File: src/rtl/alu_pkg.sv
// Shared opcodes, FSM state encoding and the error-result pattern for the
// multi-cycle ALU.
package alu_pkg;

    localparam logic [5:0] OP_ADD = 6'b100000;
    localparam logic [5:0] OP_SUB = 6'b100010;
    localparam logic [5:0] OP_AND = 6'b100100;
    localparam logic [5:0] OP_OR  = 6'b100101;
    localparam logic [5:0] OP_XOR = 6'b100110;
    localparam logic [5:0] OP_NOR = 6'b100111;
    localparam logic [5:0] OP_SRA = 6'b000011;
    localparam logic [5:0] OP_SRL = 6'b000010;
    localparam logic [5:0] OP_SLT = 6'b101010;
    localparam logic [5:0] OP_MUL = 6'b011000;

    typedef enum logic [1:0] {
        ST_IDLE,
        ST_MUL,
        ST_HOLD
    } state_t;

    // Wide enough for any lenD; users slice the low lenD bits.
    localparam logic [63:0] ERR_RESULT = '1;

endpackage

File: src/rtl/alu_multiciclo_if.sv
// Operand-side and result-side handshake bundle of the multi-cycle ALU.
interface alu_multiciclo_if #(
    parameter int lenD = 8,
    parameter int lenO = 6
);
    logic            in_valid;
    logic            in_ready;
    logic [lenD-1:0] nr1;
    logic [lenD-1:0] nr2;
    logic [lenO-1:0] operacion;
    logic            out_valid;
    logic            out_ready;
    logic [lenD-1:0] resultado;
    logic            zero;
    logic            negative;
    logic            carry;
    logic            overflow;
    logic            err;

    modport slave (
        input  in_valid, nr1, nr2, operacion, out_ready,
        output in_ready, out_valid, resultado, zero, negative, carry, overflow, err
    );

    modport master (
        output in_valid, nr1, nr2, operacion, out_ready,
        input  in_ready, out_valid, resultado, zero, negative, carry, overflow, err
    );
endinterface

File: src/rtl/alu_mult_iter.sv
// Iterative shift-add multiplier: lenD cycles after start, done pulses for one
// cycle with the low lenD bits of a*b on product.
module alu_mult_iter #(
    parameter int lenD = 8
) (
    input  logic            clk,
    input  logic            rst_n,
    input  logic            start,
    input  logic [lenD-1:0] a,
    input  logic [lenD-1:0] b,
    output logic            done,
    output logic [lenD-1:0] product
);
    localparam int CW = $clog2(lenD);
    localparam logic [CW-1:0] LAST = CW'(lenD - 1);

    logic [lenD-1:0] a_sh;
    logic [lenD-1:0] b_sh;
    logic [lenD-1:0] acc;
    logic [CW-1:0]   cnt;
    logic            busy;

    always_ff @(posedge clk) begin
        if (!rst_n) begin
            a_sh <= '0;
            b_sh <= '0;
            acc  <= '0;
            cnt  <= '0;
            busy <= 1'b0;
            done <= 1'b0;
        end else begin
            done <= 1'b0;
            if (start) begin
                a_sh <= a;
                b_sh <= b;
                acc  <= '0;
                cnt  <= '0;
                busy <= 1'b1;
            end else if (busy) begin
                // Truncated two's-complement product equals the signed low half.
                if (b_sh[0])
                    acc <= acc + a_sh;
                a_sh <= a_sh << 1;
                b_sh <= b_sh >> 1;
                cnt  <= cnt + CW'(1);
                if (cnt == LAST) begin
                    busy <= 1'b0;
                    done <= 1'b1;
                end
            end
        end
    end

    assign product = acc;

endmodule

File: src/rtl/alu_multiciclo.sv
// Registered ALU with valid/ready on both sides, status flags and an
// iterative multiply that holds results under backpressure.
module alu_multiciclo
    import alu_pkg::*;
#(
    parameter int lenD = 8,
    parameter int lenO = 6
) (
    input  logic           clk,
    input  logic           rst_n,
    alu_multiciclo_if.slave bus
);
    localparam int MSB = lenD - 1;
    localparam logic [lenD-1:0] LEN_D = lenD[lenD-1:0];

    state_t          state, state_nxt;
    logic            accept, is_mul, load_alu, start_mul, mul_done;
    logic [lenD-1:0] a, b, prod;
    logic [lenD-1:0] alu_res, diff;
    logic [lenD:0]   sum;
    logic            alu_c, alu_v, alu_e, shift_big;
    logic [lenD-1:0] res_q;
    logic            zero_q, neg_q, carry_q, ovf_q, err_q;

    assign a      = bus.nr1;
    assign b      = bus.nr2;
    assign is_mul = (bus.operacion == lenO'(OP_MUL));

    assign bus.in_ready  = rst_n && ((state == ST_IDLE) || ((state == ST_HOLD) && bus.out_ready));
    assign bus.out_valid = (state == ST_HOLD);
    assign accept        = bus.in_valid && bus.in_ready;

    always_comb begin
        alu_res   = '0;
        alu_c     = 1'b0;
        alu_v     = 1'b0;
        alu_e     = 1'b0;
        sum       = {1'b0, a} + {1'b0, b};
        diff      = a - b;
        shift_big = (b >= LEN_D);
        case (bus.operacion)
            lenO'(OP_ADD): begin
                alu_res = sum[lenD-1:0];
                alu_c   = sum[lenD];
                alu_v   = (a[MSB] == b[MSB]) && (sum[MSB] != a[MSB]);
            end
            lenO'(OP_SUB): begin
                alu_res = diff;
                alu_c   = (a < b);
                alu_v   = (a[MSB] != b[MSB]) && (diff[MSB] != a[MSB]);
            end
            lenO'(OP_AND): alu_res = a & b;
            lenO'(OP_OR):  alu_res = a | b;
            lenO'(OP_XOR): alu_res = a ^ b;
            lenO'(OP_NOR): alu_res = ~(a | b);
            lenO'(OP_SRA): alu_res = shift_big ? {lenD{a[MSB]}} : $unsigned($signed(a) >>> b);
            lenO'(OP_SRL): alu_res = shift_big ? '0 : (a >> b);
            lenO'(OP_SLT): alu_res[0] = ($signed(a) < $signed(b));
            lenO'(OP_MUL): alu_res = '0;
            default: begin
                alu_res = ERR_RESULT[lenD-1:0];
                alu_e   = 1'b1;
            end
        endcase
    end

    always_comb begin
        state_nxt = state;
        load_alu  = 1'b0;
        start_mul = 1'b0;
        case (state)
            ST_IDLE, ST_HOLD: begin
                if (accept) begin
                    if (is_mul) begin
                        start_mul = 1'b1;
                        state_nxt = ST_MUL;
                    end else begin
                        load_alu  = 1'b1;
                        state_nxt = ST_HOLD;
                    end
                end else if ((state == ST_HOLD) && bus.out_ready) begin
                    state_nxt = ST_IDLE;
                end
            end
            ST_MUL: if (mul_done) state_nxt = ST_HOLD;
            default: state_nxt = ST_IDLE;
        endcase
    end

    always_ff @(posedge clk) begin
        if (!rst_n) begin
            state   <= ST_IDLE;
            res_q   <= '0;
            zero_q  <= 1'b0;
            neg_q   <= 1'b0;
            carry_q <= 1'b0;
            ovf_q   <= 1'b0;
            err_q   <= 1'b0;
        end else begin
            state <= state_nxt;
            if (load_alu) begin
                res_q   <= alu_res;
                zero_q  <= (alu_res == '0);
                neg_q   <= alu_res[MSB];
                carry_q <= alu_c;
                ovf_q   <= alu_v;
                err_q   <= alu_e;
            end else if ((state == ST_MUL) && mul_done) begin
                res_q   <= prod;
                zero_q  <= (prod == '0);
                neg_q   <= prod[MSB];
                carry_q <= 1'b0;
                ovf_q   <= 1'b0;
                err_q   <= 1'b0;
            end
        end
    end

    assign bus.resultado = res_q;
    assign bus.zero      = zero_q;
    assign bus.negative  = neg_q;
    assign bus.carry     = carry_q;
    assign bus.overflow  = ovf_q;
    assign bus.err       = err_q;

    alu_mult_iter #(.lenD(lenD)) u_mult (
        .clk     (clk),
        .rst_n   (rst_n),
        .start   (start_mul),
        .a       (a),
        .b       (b),
        .done    (mul_done),
        .product (prod)
    );

endmodule

File: src/flat_wrapper.sv
// flat-port wrapper written by rule: the top's interface ports become plain ports
module alu_multiciclo_flat import alu_pkg::*;
#(
    parameter int lenD = 8,
    parameter int lenO = 6
)
  (clk, rst_n, bus_in_valid, bus_nr1, bus_nr2, bus_operacion, bus_out_ready, bus_in_ready, bus_out_valid, bus_resultado, bus_zero, bus_negative, bus_carry, bus_overflow, bus_err);
  alu_multiciclo_if #(.lenD(lenD), .lenO(lenO)) bus_i ();
  input  logic clk;
  input  logic rst_n;
  input wire logic [$bits(bus_i.in_valid)-1:0] bus_in_valid;
  input wire logic [$bits(bus_i.nr1)-1:0] bus_nr1;
  input wire logic [$bits(bus_i.nr2)-1:0] bus_nr2;
  input wire logic [$bits(bus_i.operacion)-1:0] bus_operacion;
  input wire logic [$bits(bus_i.out_ready)-1:0] bus_out_ready;
  output wire logic [$bits(bus_i.in_ready)-1:0] bus_in_ready;
  output wire logic [$bits(bus_i.out_valid)-1:0] bus_out_valid;
  output wire logic [$bits(bus_i.resultado)-1:0] bus_resultado;
  output wire logic [$bits(bus_i.zero)-1:0] bus_zero;
  output wire logic [$bits(bus_i.negative)-1:0] bus_negative;
  output wire logic [$bits(bus_i.carry)-1:0] bus_carry;
  output wire logic [$bits(bus_i.overflow)-1:0] bus_overflow;
  output wire logic [$bits(bus_i.err)-1:0] bus_err;
  assign bus_i.in_valid = bus_in_valid;
  assign bus_i.nr1 = bus_nr1;
  assign bus_i.nr2 = bus_nr2;
  assign bus_i.operacion = bus_operacion;
  assign bus_i.out_ready = bus_out_ready;
  assign bus_in_ready = bus_i.in_ready;
  assign bus_out_valid = bus_i.out_valid;
  assign bus_resultado = bus_i.resultado;
  assign bus_zero = bus_i.zero;
  assign bus_negative = bus_i.negative;
  assign bus_carry = bus_i.carry;
  assign bus_overflow = bus_i.overflow;
  assign bus_err = bus_i.err;
  alu_multiciclo #(.lenD(lenD), .lenO(lenO)) u_core (.clk(clk), .rst_n(rst_n), .bus(bus_i));
endmodule
File: config.mk
export PLATFORM = sky130hd
export DESIGN_NAME = alu_multiciclo_flat
export DESIGN_NICKNAME = d
export VERILOG_FILES = /design/src/rtl/alu_pkg.sv /design/src/rtl/alu_multiciclo_if.sv /design/src/rtl/alu_mult_iter.sv /design/src/rtl/alu_multiciclo.sv /design/src/flat_wrapper.sv
export SDC_FILE = /design/constraint.sdc
export NUM_CORES = 1
export LEC_CHECK = 0
export ABC_AREA = 1
export BUFFER_PORTS_ARGS = -buffer_cell sky130_fd_sc_hd__buf_4
export CORE_MARGIN = 1
export CORE_UTILIZATION = 60
export CTS_CLUSTER_SIZE = 24
export DETAILED_ROUTE_END_ITERATION = 6
export PLACE_DENSITY = 0.81
export SKIP_CTS_REPAIR_TIMING = 1
export SLEW_MARGIN = 20
export SYNTH_ARGS = -nofsm -noshare
export SYNTH_HDL_FRONTEND = slang
export SYNTH_SLANG_ARGS = --single-unit
File: constraint.sdc
create_clock -name clk -period 6.5 [get_ports clk]
set_input_delay 0.975 -clock clk [delete_from_list [all_inputs] [get_ports clk]]
set_output_delay 0.975 -clock clk [all_outputs]
set_load 0.005 [all_outputs]
==> key figures, run 1 <==
Worst setup path
  • Critical path fanouts, max: 11
  • R2r setup slk: 4.41 ns
  • Critical path type: in -> reg
  • Kind of capture point of the worst setup path: register
  • Crit path DAT: between 3 and 4 ns
  • Family with the most delay on the worst path: simple AND/OR/NAND/NOR gates
  • Cell chain of the critical path: buf_4 -> inv_1 -> ha_1 -> inv_1 -> a21oi_1 -> nand2_1 -> nand4_1 -> nand2_1 -> nand2_1 -> a21oi_1 -> nor3_1 -> or2_1 -> a21oi_1
  • Kind of start point of the critical path: primary input
  • RR Endpoint: u_core.u_mult.b_sh[6]$_SDFFE_PN0P_
  • Critical-path cell with the highest stage delay: ha_1
  • Worst R2R Path Depth: 7
  • Slowest stage delay, CP: 0.44 ns
  • Worst setup path start: bus_nr2[2]
  • Buffer and inverter count on the worst path: 3
  • Required time at the worst-slack endpoint: 6.65 ns
  • Reg-to-reg startpoint: u_core.state[0]$_SDFFE_PN0P_

Floorplan
  • Floorplan Core Area: around 6400 um2
  • Initial standard-cell utilization of the core: 62.4%
  • DIE HEIGHT: 83.5 um
  • FP Rows: 29
  • Floorplan die area: between 6000 and 7000 um2
  • Ports placed on the boundary: 41
  • Die span in x: 83.5 um

Detailed routing
  • Wirelength, routed: 11800 um
  • Number of vias in the routed layout: 4463
  • DRC marker count from the first detailed-route iteration: 338
  • Number of detailed-routing iterations run before antenna repair: 6
  • Remaining antenna violation count after routing: 0
  • Vias per Instance: between 5 and 6
  • Number of remaining DRC errors: 0
  • Average wire per cell in the routed design: between 15 and 20 um

Min path
  • Capture endpoint of the worst hold path: u_core.bus.resultado[6]$_SDFFE_PN0P_
  • Tightest Hold Check Type: reg -> reg
  • Worst Min Path Start: u_core.bus.resultado[6]$_SDFFE_PN0P_
  • Hold Path Depth: 2

Finish
  • Number of antenna cells inserted: 0
  • Finished Layout Cells: around 760
  • Layout overhead on the synthesized area: 10.6%
  • Most used cells in the layout excluding fill and tap cells: nand2_1, inv_1, nand3_1
  • Number of nets in the finished design: 741
  • Layout cells sized above 1: 11.2%
  • Most common cell after layout, fill and taps aside: nand2_1

Timing
  • Worst slew pin tran: 1.01 ns
  • Final critical path time including I/O delays and setup: 3.03 ns
  • Final hold violations: 0
  • Setup TNS Final: 0 ns
  • Final setup violating endpoints: 0
  • Pins over their slew limit: 0
  • Final clock skew: around 0.0074 ns
  • Final worst path period share: between 40% and 50%
  • Slew Limit Headroom: 32.6%
  • Achievable clock frequency: 330 MHz
  • RSZ-0062 raised after global routing: no
  • Worst Slack Setup Final: 3.47 ns

Clock tree
  • Maximum count of clock buffers along a single path: 2
  • Clock insertion delay at the later pin of the skew report: between 0.3 and 0.4 ns
  • CTS Buf Count: 5
  • Clock slew at reported path FFs: 0.08 ns
  • Clock Root Buffer: clkbuf_8
  • Clock tree from TritonCTS: built
  • Sinks on the clock net: 43
  • H-tree depth reported by CTS: 2

Synthesis
  • Fraction of the yosys area taken by sequential cells: between 20% and 30%
  • Number of instances in the synthesized netlist: 652
  • Number of enable-type register cells in the synthesized netlist: 0
  • Yosys warns: 0
  • Post-Synthesis Mean Instance Area: 6.11 um2
  • Register bit total from synthesis: 43
  • Post-synthesis net count: 714
  • Fraction of registers with async set or reset after synthesis: 0%
  • Top flip-flop cell by instance count after synthesis: dfxtp_1
  • Post-synthesis cell type count: 42
  • Mapped cell area: ~4000 um2

Global route
  • Pin count of the biggest net entering global routing: 30
  • GR Util met1: 46.4%
  • Initial antenna violation count: 0
  • Via count of the first global-routing pass: 4073
  • Grt met2 use: 55.1%
  • Global routing usage summed across all routing layers: 34.5%
  • Wire length of the first global-routing pass: 19300 um
  • GRT Residual Overflow: 0
  • Global routing usage on met3: 5.54%
  • Global-route layer with the greatest usage: met2

Pwr
  • IR Drop Worst-Case VDD: 0.139 mV
  • Leakage: 0.00204 uW
  • Power per Cell Area: about 150 nW/um2
  • Power after layout: ~640 uW

Placed design
  • Port bufs: 40
  • Detail Placement HPWL: 9400 um
  • Final RePlAce weighted congestion: between 1 and 1.5
  • Placed Cells incl. Taps: 749
  • Post-Place Setup Slack: about 3.3 ns

Run status
  • Result of the run: completed

Run
  • Max-cap viol count: 0
## worst max-delay path by stage
stage / end / slack, ns / cells past startpoint
2_1_floorplan: u_core.bus.negative$_SDFFE_PN0P_ / 3.67 / 13
4_1_cts: u_core.bus.negative$_SDFFE_PN0P_ / 3.57 / 13
6_report: u_core.bus.negative$_SDFFE_PN0P_ / 3.47 / 13
3_5_place_dp: u_core.bus.negative$_SDFFE_PN0P_ / 3.26 / 13
3_3_place_gp: u_core.bus.negative$_SDFFE_PN0P_ / 3.40 / 13
5_1_grt: u_core.bus.negative$_SDFFE_PN0P_ / 3.26 / 13
## through the flow
| stage | hold WS (ns) | instance area (um2) | util [%] |
|---|---|---|---|
| 4_1_cts | 0.469 | 4400 | 69.0 |
| 3_3_place_gp | 0.454 | 4290 | 67.2 |
| 5_1_grt | 0.491 | 4400 | 69.0 |
| 2_1_floorplan | 0.440 | 3980 | - |
| 6_report | 0.468 | 4400 | 69.0 |
| 3_5_place_dp | 0.457 | 4290 | 67.2 |
## registers in the layout, indices dropped and copies added, names as in the netlist
name,count
u_core.bus.negative,1
u_core.u_mult.cnt,3
u_core.u_mult.b_sh,8
u_core.u_mult.a_sh,8
u_core.u_mult.busy,1
u_core.bus.err,1
u_core.bus.zero,1
u_core.bus.overflow,1
u_core.u_mult.done,1
u_core.bus.carry,1
u_core.bus.resultado,7
u_core.state,2
u_core.u_mult.product,8
## where the power goes
group / leakage [uW] / total [uW] / switching, uW / internal (uW)
clock: 0.0000581 / 214 / 99.9 / 115
combinational: 0.00164 / 158 / 103 / 54.2
sequential: 0.000348 / 271 / 3.17 / 268
## layout make-up
class | count | area, um2
timing repair buffer | 41 | 308
clock inverter | 3 | 43.8
sequential | 43 | 861
clock buffer | 5 | 68.8
tap | 77 | 96.3
multi-input combinational | 505 | 2720
fill | 612 | 1980
inverter | 83 | 312
## cell families (layout without fill, tap and decap cells)
kind of cell / count (synthesis) / count (layout) / synth area share [%]
AO/OA/AOI/OAI: 121 / 121 / 16.6
XOR/XNOR: 9 / 9 / 1.98
adder cells (fa/ha/maj): 36 / 36 / 11.9
buffers and inverters: 104 / 132 / 10.2
flip-flops: 43 / 43 / 21.6
AND/OR/NAND/NOR: 339 / 339 / 37.7
## per-layer routing
metal  up-vias  wire, um
met3        37       964
met1      2010      5120
li1       2189         -
met2       227      5380
met4         0       366
met5         -         0
## cells in the mapped netlist, types with 2 or more instances
master / n / area (um2)
nand2_2: 2 / 12.5
a21oi_1: 51 / 255
nor2_4: 4 / 45.0
buf_1: 2 / 7.51
o211ai_1: 6 / 45.0
nand4_1: 8 / 50.1
ha_1: 33 / 413
o21ai_0: 41 / 205
a31oi_1: 12 / 75.1
xnor2_1: 5 / 43.8
o22ai_1: 2 / 12.5
nor4_1: 2 / 12.5
nand2_1: 167 / 627
xor2_1: 4 / 35.0
nor3_1: 3 / 15.0
and3_1: 2 / 12.5
nand3b_1: 4 / 30.0
buf_2: 9 / 45.0
inv_1: 78 / 293
dfxtp_1: 43 / 861
nor2_2: 12 / 75.1
fa_1: 3 / 60.1
nor2_1: 62 / 233
nand3_2: 2 / 20.0
nand3_1: 67 / 335
or2_1: 2 / 12.5
clkbuf_1: 8 / 30.0
inv_2: 4 / 15.0
## worst min-delay path, delay by kind of cell, from the launching register on
family,cells,cell delay (ns)
and+or+nand+nor,1,0.06
AOI/OAI and AO/OA,1,0.05
DFF,1,0.31
(Power assumes the default switching activity.)
==> inputs of run 2 (changes only) <==
--- a/config.mk
+++ b/config.mk
@@ -8,10 +8,10 @@
 export ABC_AREA = 1
 export BUFFER_PORTS_ARGS = -buffer_cell sky130_fd_sc_hd__buf_4
 export CORE_MARGIN = 1
-export CORE_UTILIZATION = 60
+export CORE_UTILIZATION = 55
 export CTS_CLUSTER_SIZE = 24
 export DETAILED_ROUTE_END_ITERATION = 6
-export PLACE_DENSITY = 0.81
+export PLACE_DENSITY = 0.78
 export SKIP_CTS_REPAIR_TIMING = 1
 export SLEW_MARGIN = 20
 export SYNTH_ARGS = -nofsm -noshare
==> constraint.sdc (replaced) <==
create_clock -name clk -period 2.52 [get_ports clk]
set_input_delay 0.378 -clock clk [delete_from_list [all_inputs] [get_ports clk]]
set_output_delay 0.378 -clock clk [all_outputs]
set_load 0.005 [all_outputs]
==> key figures, run 2 (synthesized netlist as in run 1, its figures left out) <==
Timing
  • Pins over their slew limit: 0 (unchanged)
  • Final hold violations: 0 (unchanged)
  • Slew Limit Headroom: 53.1% (+21 points)
  • Final setup violating endpoints: 0 (unchanged)
  • Final worst path period share: 91.4%
  • Setup TNS Final: 0 ns (unchanged)
  • Final critical path time including I/O delays and setup: 2.30 ns
  • Final clock skew: 0.00803 ns (+0.000644 ns)
  • RSZ-0062 raised after global routing: no
  • Worst slew pin tran: 0.703 ns (-0.305 ns)
  • Achievable clock frequency: between 400 and 500 MHz

Clock tree
  • Clock Root Buffer: clkbuf_8
  • Clock slew at reported path FFs: 0.08 ns (about the same)
  • Sinks on the clock net: 43 (unchanged)
  • CTS Buf Count: 5 (unchanged)
  • Clock tree from TritonCTS: built
  • Clock insertion delay at the later pin of the skew report: 0.30 ns (about the same)
  • Maximum count of clock buffers along a single path: 2 (unchanged)
  • H-tree depth reported by CTS: 2 (unchanged)

Pwr
  • Clock power share: 27.2% (-6.1 points)
  • Power per Cell Area: 343 nW/um2 (+130%)
  • Proportion of power drawn by combinational gates: 27.8% (+3.3 points)
  • Flop pwr share: 45.0% (+2.8 points)
  • Switching Fraction: 32.8% (+0.67 points)
  • Internal power component: 1040 uW (+140%)
  • Switching power total: 508 uW (+150%)
  • IR Drop Worst-Case VDD: 0.372 mV (+170%)
  • Leakage: 0.00211 uW (+3.3%)

Finish
  • Layout Cell Area excl Fill: 4520 um2 (+2.7%)
  • Total area of multi-input combinational cells: 2720 um2 (unchanged)
  • Most common cell after layout, fill and taps aside: nand2_1
  • Number of nets in the finished design: 758 (+2.3%)
  • Number of antenna cells inserted: 0 (unchanged)
  • Layout cells sized above 1: 13.1% (+1.9 points)
  • Fill cell instance count of the final layout: 675 (+10%)
  • Sequential cell area: 861 um2 (unchanged)
  • Layout overhead on the synthesized area: 13.6%
  • Most used cells in the layout excluding fill and tap cells: nand2_1, inv_1, nand3_1

Worst setup path
  • Kind of start point of the critical path: register
  • Required time at the worst-slack endpoint: 2.71 ns (-3.94 ns)
  • Reg-to-reg startpoint: u_core.u_mult.product[0]$_SDFFE_PP0P_
  • Crit path DAT: 2.50 ns (-0.68 ns)
  • Kind of capture point of the worst setup path: register
  • Critical path fanouts, max: 4 (-7)
  • Worst setup path start: u_core.u_mult.product[0]$_SDFFE_PP0P_
  • Critical path type: reg -> reg

Detailed routing
  • Wirelength, routed: 12400 um (+5.1%)
  • Number of remaining DRC errors: 0 (unchanged)
  • Remaining antenna violation count after routing: 0 (unchanged)
  • DRC marker count from the first detailed-route iteration: 409 (+21%)
  • Number of vias in the routed layout: 4552 (+2.0%)
  • Vias per Instance: 5.74 (-2.6%)
  • Average wire per cell in the routed design: 15.7 um (+0.31%)
  • Number of detailed-routing iterations run before antenna repair: 5 (-1)

Run
  • Max-cap viol count: 0 (unchanged)

Global route
  • Via count of the first global-routing pass: 4111 (+0.93%)
  • Wire length of the first global-routing pass: 20100 um (+4.2%)
  • Global routing usage summed across all routing layers: 33.9% (-0.55 points)
  • Initial antenna violation count: 0 (unchanged)
  • Pin count of the biggest net entering global routing: 29 (-3.3%)
  • GRT Residual Overflow: 0 (unchanged)

Floorplan
  • Ports placed on the boundary: 41 (unchanged)
  • Floorplan die area: 7590 um2 (+8.9%)
  • DIE HEIGHT: 87.1 um (+4.3%)
  • FP Rows: 30 (+3.4%)
  • Floorplan Core Area: 6910 um2 (+8.2%)
  • Initial standard-cell utilization of the core: 57.7% (-4.7 points)
  • Die span in x: 87.1 um (+4.3%)

Placed design
  • Port bufs: 40 (unchanged)
  • Detail Placement HPWL: 9960 um (+6.0%)
  • Post-DP Area: 4440 um2 (+3.5%)
  • Final RePlAce weighted congestion: 0.975 (-4.7%)

Min path
  • Tightest Hold Check Type: in -> reg
  • Worst Min Path Start: rst_n

Run status
  • Result of the run: completed
run 2: changes by cell type in the layout (fill, tap and decap cells not counted):
cell       delta
bufinv_16     -1
buf_4        +17
clkinv_4      -1
clkbuf_1      +2
run 2: final timing paths:
kind | to | slack, ns | cells after the start
worst min register to register | u_core.bus.err$_SDFFE_PN0P_ | 0.47 | 2
worst max-delay path | u_core.u_mult.product[6]$_SDFFE_PP0P_ | 0.22 | 9
worst min-delay path | u_core.state[1]$_SDFFE_PN0P_ | 0.31 | 3
worst max register to register | u_core.u_mult.product[6]$_SDFFE_PP0P_ | 0.22 | 9
run 2: power groups by stage:
stage,Clock [uW],Sequential [uW],Combinational (uW)
6_report,422,699,431
5_1_grt,452,700,476
4_1_cts,423,699,421
3_5_place_dp,0,715,419
3_3_place_gp,0,715,417
2_1_floorplan,0,714,254
run 2: stage by stage:
step / std cells / util, % / hold WS [ns] / worst slack, ns / total power [uW]
after floorplan: 652 / - / 0.440 / 0.284 / 968
after global placement: 785 / 64.3 / 0.453 / 0.170 / 1130
after detailed placement: 785 / 64.3 / 0.456 / 0.186 / 1130
after CTS: 793 / 65.5 / 0.310 / 0.237 / 1540
after global routing: 793 / 65.5 / 0.320 / 0.0691 / 1630
final: 793 / 65.5 / 0.309 / 0.217 / 1550
run 2: metal layers:
layer | track usage (%) | part of all wire, % | vias to the layer above
met1 | 47.7 | 45 | 2077
met3 | 5.02 | 8.4 | 27
met2 | 54.6 | 44 | 238
li1 | - | - | 2210
met4 | 8.20 | 1.6 | 0
met5 | 0 | 0 | -
run 2: area by class of cell:
cell class,instances,area share [%]
clock buffers,7,1.69
clock inverters,1,0.111
inverters,83,6.89
multi-input cells,505,60.0
flip-flops and latches,43,19.0
well taps,96,2.65
repair buffers,58,9.62
run 2: critical path, stage by stage (launching register included):
cell	delay [ns]
dfxtp_1	0.43
ha_1	0.21
inv_1	0.07
fa_1	0.43
o21ai_0	0.37
a21oi_1	0.12
o21ai_0	0.23
xor2_1	0.10
o21ai_0	0.19
inv_1	0.06
